## src/rtl/dataflow_branch_reg.sv

```systemverilog
// Registered N-way outlet switch with a 2-entry skid buffer for valid/ready streams.
// Optional broadcast delivery is enabled with `define DATAFLOW_BRANCH_BROADCAST_EN.
module dataflow_branch_reg #(
  parameter int unsigned DATA_WIDTH   = 16,
  parameter int unsigned NUM_OUTPUTS  = 2,
  parameter int unsigned SELECT_WIDTH = 1
) (
  input  logic                    clk,
  input  logic                    reset,
  input  logic [DATA_WIDTH-1:0]   i_data,
  input  logic [SELECT_WIDTH-1:0] i_select,
  input  logic                    i_valid,
`ifdef DATAFLOW_BRANCH_BROADCAST_EN
  input  logic                    i_broadcast,
`endif
  output logic                    i_ready,
  output logic [DATA_WIDTH-1:0]   o_data,
  output logic [NUM_OUTPUTS-1:0]  o_valid,
  input  logic [NUM_OUTPUTS-1:0]  o_ready
);

  logic                    out_v, out_v_nxt, sk_v, sk_v_nxt;
  logic [DATA_WIDTH-1:0]   out_d, out_d_nxt, sk_d, sk_d_nxt;
  logic [SELECT_WIDTH-1:0] out_s, out_s_nxt, sk_s, sk_s_nxt;
  logic                    in_fire, out_ok, sel_rdy;

`ifdef DATAFLOW_BRANCH_BROADCAST_EN
  logic                   out_b, out_b_nxt, sk_b, sk_b_nxt;
  logic [NUM_OUTPUTS-1:0] done, done_nxt, done_acc;
`endif

  // Upstream ready comes straight from the skid flag, never from o_ready.
  assign i_ready = ~sk_v;
  assign in_fire = i_valid & i_ready;
  assign o_data  = out_d;

  // Per-channel valid decode; broadcast items target every channel not yet served.
  always_comb begin
    o_valid = '0;
    for (int k = 0; k < NUM_OUTPUTS; k++) begin
      o_valid[k] = out_v && (out_s == SELECT_WIDTH'(k));
    end
`ifdef DATAFLOW_BRANCH_BROADCAST_EN
    if (out_b) begin
      o_valid = {NUM_OUTPUTS{out_v}} & ~done;
    end
`endif
  end

  // Retire condition; an out-of-range select finds no ready bit and retires at once.
  always_comb begin
    sel_rdy = 1'b1;
    for (int k = 0; k < NUM_OUTPUTS; k++) begin
      if (out_s == SELECT_WIDTH'(k)) begin
        sel_rdy = o_ready[k];
      end
    end
    out_ok = out_v & sel_rdy;
`ifdef DATAFLOW_BRANCH_BROADCAST_EN
    done_acc = done | (o_valid & o_ready);
    if (out_b) begin
      out_ok = out_v & (&done_acc);
    end
`endif
  end

  // Next-state for the output and skid stages.
  always_comb begin
    out_v_nxt = out_v;
    out_d_nxt = out_d;
    out_s_nxt = out_s;
    sk_v_nxt  = sk_v;
    sk_d_nxt  = sk_d;
    sk_s_nxt  = sk_s;
`ifdef DATAFLOW_BRANCH_BROADCAST_EN
    out_b_nxt = out_b;
    sk_b_nxt  = sk_b;
    done_nxt  = (out_v && out_b && !out_ok) ? done_acc : '0;
`endif
    if (!out_v || out_ok) begin
      if (sk_v) begin
        out_v_nxt = 1'b1;
        out_d_nxt = sk_d;
        out_s_nxt = sk_s;
`ifdef DATAFLOW_BRANCH_BROADCAST_EN
        out_b_nxt = sk_b;
`endif
        sk_v_nxt  = 1'b0;
      end else if (in_fire) begin
        out_v_nxt = 1'b1;
        out_d_nxt = i_data;
        out_s_nxt = i_select;
`ifdef DATAFLOW_BRANCH_BROADCAST_EN
        out_b_nxt = i_broadcast;
`endif
      end else begin
        out_v_nxt = 1'b0;
      end
    end else if (in_fire) begin
      sk_v_nxt = 1'b1;
      sk_d_nxt = i_data;
      sk_s_nxt = i_select;
`ifdef DATAFLOW_BRANCH_BROADCAST_EN
      sk_b_nxt = i_broadcast;
`endif
    end
  end

  // Control state with synchronous reset; in-flight items are dropped.
  always_ff @(posedge clk) begin
    if (reset) begin
      out_v <= 1'b0;
      sk_v  <= 1'b0;
`ifdef DATAFLOW_BRANCH_BROADCAST_EN
      done  <= '0;
`endif
    end else begin
      out_v <= out_v_nxt;
      sk_v  <= sk_v_nxt;
`ifdef DATAFLOW_BRANCH_BROADCAST_EN
      done  <= done_nxt;
`endif
    end
  end

  // Payload registers carry no reset; they are qualified by the valid flags.
  always_ff @(posedge clk) begin
    out_d <= out_d_nxt;
    out_s <= out_s_nxt;
    sk_d  <= sk_d_nxt;
    sk_s  <= sk_s_nxt;
`ifdef DATAFLOW_BRANCH_BROADCAST_EN
    out_b <= out_b_nxt;
    sk_b  <= sk_b_nxt;
`endif
  end

endmodule

```

## config.mk

```make
export PLATFORM = sky130hd
export DESIGN_NAME = dataflow_branch_reg
export DESIGN_NICKNAME = d
export VERILOG_FILES = /design/src/rtl/dataflow_branch_reg.sv
export SDC_FILE = /design/constraint.sdc
export NUM_CORES = 1
export LEC_CHECK = 0
export ABC_CLOCK_PERIOD_IN_PS = 4300
export BUFFER_PORTS_ARGS = -buffer_cell sky130_fd_sc_hd__buf_2
export CORE_MARGIN = 8
export CORE_UTILIZATION = 50
export DETAILED_ROUTE_END_ITERATION = 8
export MAX_ROUTING_LAYER = met4
export PLACE_DENSITY_LB_ADDON = 0.3
export SKIP_LAST_GASP = 1
export SYNTH_ARGS = -nofsm -noshare
export SYNTH_HDL_FRONTEND = slang
export SYNTH_SLANG_ARGS = --single-unit
```

## constraint.sdc

```tcl
create_clock -name clk -period 4.3 [get_ports clk]
set_input_delay 0.43 -clock clk [delete_from_list [all_inputs] [get_ports clk]]
set_output_delay 0.43 -clock clk [all_outputs]
set_load 0.1 [all_outputs]
```

# Yosys cells after proc, flatten, opt, wreduce, memory -nomap -nowiden
# Index checks and enable logic that the tools add are counted.
# totals
inputBits	22
register_bits	36
word_cells	26
output_inout_bits	19
# classes
reduce_logical	8
bitwise	5
n_mux	7
# ops
cell	n
16-bit two-way mux	2
1-bit two-way mux	5
2-bit AND reduction	2
1-bit NOT	3
1-bit bitwise AND	2
1-bit logical AND	2
2-bit nonzero test	1
2-bit OR reduction	1
1-bit zero test	1
1-bit logical OR	1

# Longest topological paths before layout
# depth
word_depth	5
mapped_depth	3
depth_no_buf	2

# Worst setup path before layout
# Ideal clock, no wire load.
# synth_path
path_kind	reg-to-output
from	reg out_s
to	out o_valid[0]
n_path_buf	0
slack_ps	2202
stages_incl_launch_ff	2
t_arrival_ps	1668
path_cell_list	edfxtp_1 -> nor2_1
# synth_via
elab_chain_len	2
# synth_rtl
element	line	rtl
start: declaration	24	logic [SELECT_WIDTH-1:0] out_s, out_s_nxt, sk_s, sk_s_nxt;
start signal: assignment	129	out_s <= out_s_nxt;
1-bit NOT	n/a	
1-bit logical AND	41	o_valid[k] = out_v && (out_s == SELECT_WIDTH'(k));
end: declaration	18	output logic [NUM_OUTPUTS-1:0] o_valid,
# Every way passes these cells.

# Final worst setup path
# layout_path
from	reg sk_v
to	reg out_d[13] (netlist: o_data[13]), enable pin
# layout_via
elab_chain_len	4
# layout_rtl
element	line	rtl
start: declaration	22	logic out_v, out_v_nxt, sk_v, sk_v_nxt;
start signal: assignment	119	sk_v <= sk_v_nxt;
1-bit NOT	33	assign i_ready = ~sk_v;
1-bit bitwise AND	34	assign in_fire = i_valid & i_ready;
2-bit nonzero test (no line) *	n/a	
2-bit AND reduction (no line) *	n/a	
end signal: assignment	128	out_d <= out_d_nxt;
end: declaration	23	logic [DATA_WIDTH-1:0] out_d, out_d_nxt, sk_d, sk_d_nxt;
# Every way passes the cells marked *; elsewhere a longest branch is shown, timed or not.
# A chain may end at the register's enable or synchronous reset.

==> summary.txt <==
Run status
  • Outcome: finished, final reports clean

Placement
  • Buffers added on ports: 40
  • Routability Congestion: 0.6271
  • Detail Placement HPWL: 1.609 mm

Finish
  • Fin util: 61.23%
  • N_diodes: 0
  • Share of cells above drive strength 1: 45.05%
  • Area delta synth->final: 20.09%
  • Nets@finish: 132

Global route
  • Vias in the first global route: 767
  • GRT Total Usage: 11.11%
  • GRT overflow: 0
  • Initial antenna violation count: 0
  • First-pass GRT wire length: 3.581 mm
  • Largest net degree at the start of global routing: 22

STA
  • Count of pins over their slew limit: 0
  • Final period utilization: 50.14%
  • # setup viols final: 0
  • Fin. Hold Viols: 0
  • Max_slew headroom: 29.49%
  • Clock Skew: 0.008960 ns
  • Final min period: 2.156 ns
  • Min Hold Slack: 0.2875 ns
  • Max Clk Rate: 463.8 MHz
  • Setup TNS: 0 ns
  • RSZ-0062 raised after global routing: false
  • Worst Max-Slew Pin Slew: 1.053 ns

Setup path
  • WP data required: 4.25 ns
  • Worst Path Buf+Inv: 0
  • Worst path cell trace: o22a_1
  • Delay-heaviest family, CP: flip-flops
  • Crit Path Class: flip-flop to flip-flop
  • Slowest-stage cell, CP: dfxtp_1
  • Setup crit end kind: flip-flop
  • Crit Path Max Fanout: 21
  • Crit path largest cell delay: 0.97 ns
  • WP data arrival: 2.11 ns
  • Startpoint Class: flip-flop

Clock tree
  • Clk buf depth: 2
  • H-tree levels: 2
  • CTS tree: done
  • Skew-Pair Late Insertion Delay: 0.32 ns
  • Clock root cell: clkbuf_4
  • Setup repair bufs after CTS: 0
  • TritonCTS sink count: 36
  • Clock transition at path regs: 0.10 ns
  • Post_cts resized: 0
  • Hold-fix buffers, CTS: 0
  • TritonCTS Buffers: 5

Synth
  • Synth Instances: 65
  • Flops & latches, synth: 36
  • Post-Syn Area: 1358 sq um
  • Synth cell types: 13
  • Top-area cell type share of the netlist area: 75.21%
  • Top cells by area, synth: edfxtp_1, mux2_1, dfxtp_1, nor4b_4, buf_4
  • Dominant cell type by area after synthesis: edfxtp_1
  • Yosys warns: 0
  • Syn Nets: 87
  • Sequential area share after synthesis: 78.16%
  • Mean Syn Cell Area: 20.89 sq um

Hold path
  • Min-Delay Path Class: primary input to flip-flop

Route
  • Final wirelength: 2.255 mm
  • WL per Instance: 15.88 um
  • Vias/cell: 5.120
  • Drt initial violations: 31
  • DRT Pass-1 Iters: 2
  • DRC: 0
  • Antenna-violating nets left: 0
  • Via total after detailed routing: 727

Floorplanning
  • Initial Utilization: 50.99%
  • Std cell rows: 19
  • Die Width: 68.11 um
  • Core area: 2663 sq um
  • IO Pins: 41
  • Die Span Y: 68.11 um
  • Die area: 4638 sq um

Pwr
  • PD cells: 441.9 nW/um^2
  • Lkg Pwr: 0.6219 nW
  • VDD IR-drop max: 287.8 uV

Run
  • Max cap viols: 0
-- routing by layer --
layer / vias to the layer above / track usage, % / part of all wire, %
met5: - / - / 0
met4: 0 / 5.371 / 1.3
met3: 4 / 5.237 / 7.5
li1: 348 / - / -
met1: 350 / 11.82 / 40
met2: 25 / 17.12 / 51
-- per-stage QoR --
step / total power [mW] / instances / setup WS [ns] / area, sq um
finish: 0.7205 / 142 / 2.144 / 1630
global route: 0.7522 / 142 / 1.963 / 1630
CTS: 0.7309 / 142 / 2.100 / 1630
detailed placement: 0.5700 / 134 / 2.119 / 1582
global placement: 0.5674 / 134 / 2.194 / 1582
floorplan: 0.5404 / 65 / 2.202 / 1358
-- cells by family (layout without fill, tap and decap cells) --
kind of cell	Yosys count	in the layout	synth area share (%)
mux	18	18	15.21
simple gates	4	4	2.857
compound gates	3	3	2.120
flops	36	36	78.16
buf+inv	4	50	1.659
-- cells in the final DEF (no fill, tap or decap), drive strengths merged, types with 2 or more instances in the layout --
cell type   n
clkbuf      7
mux2       18
inv         2
dfxtp       2
buf        40
edfxtp     34
-- final cells by class --
type | instances | area (sq um)
sequential | 36 | 1061
fill | 215 | 1032
multi-input combinational | 25 | 274.0
timing repair buffer | 40 | 200.2
clock buffer | 7 | 45.04
tap | 31 | 38.79
inverter | 2 | 7.507
clock inverter | 1 | 3.754
-- path summary, 6_finish.rpt --
path | slack [ns] | depth (start not counted) | to | startpoint
min reg2reg | 0.54 | 1 | o_data[12] | sk_d[12]
min | 0.29 | 1 | sk_s | i_select
max | 2.14 | 1 | o_data[13] | sk_v
max reg2reg | 2.14 | 1 | o_data[13] | sk_v
-- report_power, final --
group / total, mW / switching (mW) / internal [mW] / leakage (nW)
logic: 0.146 / 0.120 / 0.0261 / 0.259
clock network: 0.161 / 0.0977 / 0.0629 / 0.0269
registers: 0.414 / 0.00693 / 0.407 / 0.336
total: 0.720 / 0.225 / 0.496 / 0.622
-- sequential cells by signal (all words and copies together), names as in the netlist --
name,count
out_v,1
sk_d,16
o_data,16
sk_v,1
sk_s,1
out_s,1
-- cells in the mapped netlist --
| cell type | n |
|---|---|
| dfxtp_1 | 2 |
| o22a_1 | 1 |
| o21bai_1 | 1 |
| o31ai_2 | 1 |
| buf_4 | 2 |
| inv_2 | 2 |
| mux2_1 | 17 |
| edfxtp_1 | 34 |
| nor3_1 | 1 |
| nor2_1 | 1 |
| mux2_4 | 1 |
| nor4b_4 | 1 |
| and2_1 | 1 |
(Power assumes the default switching activity.)
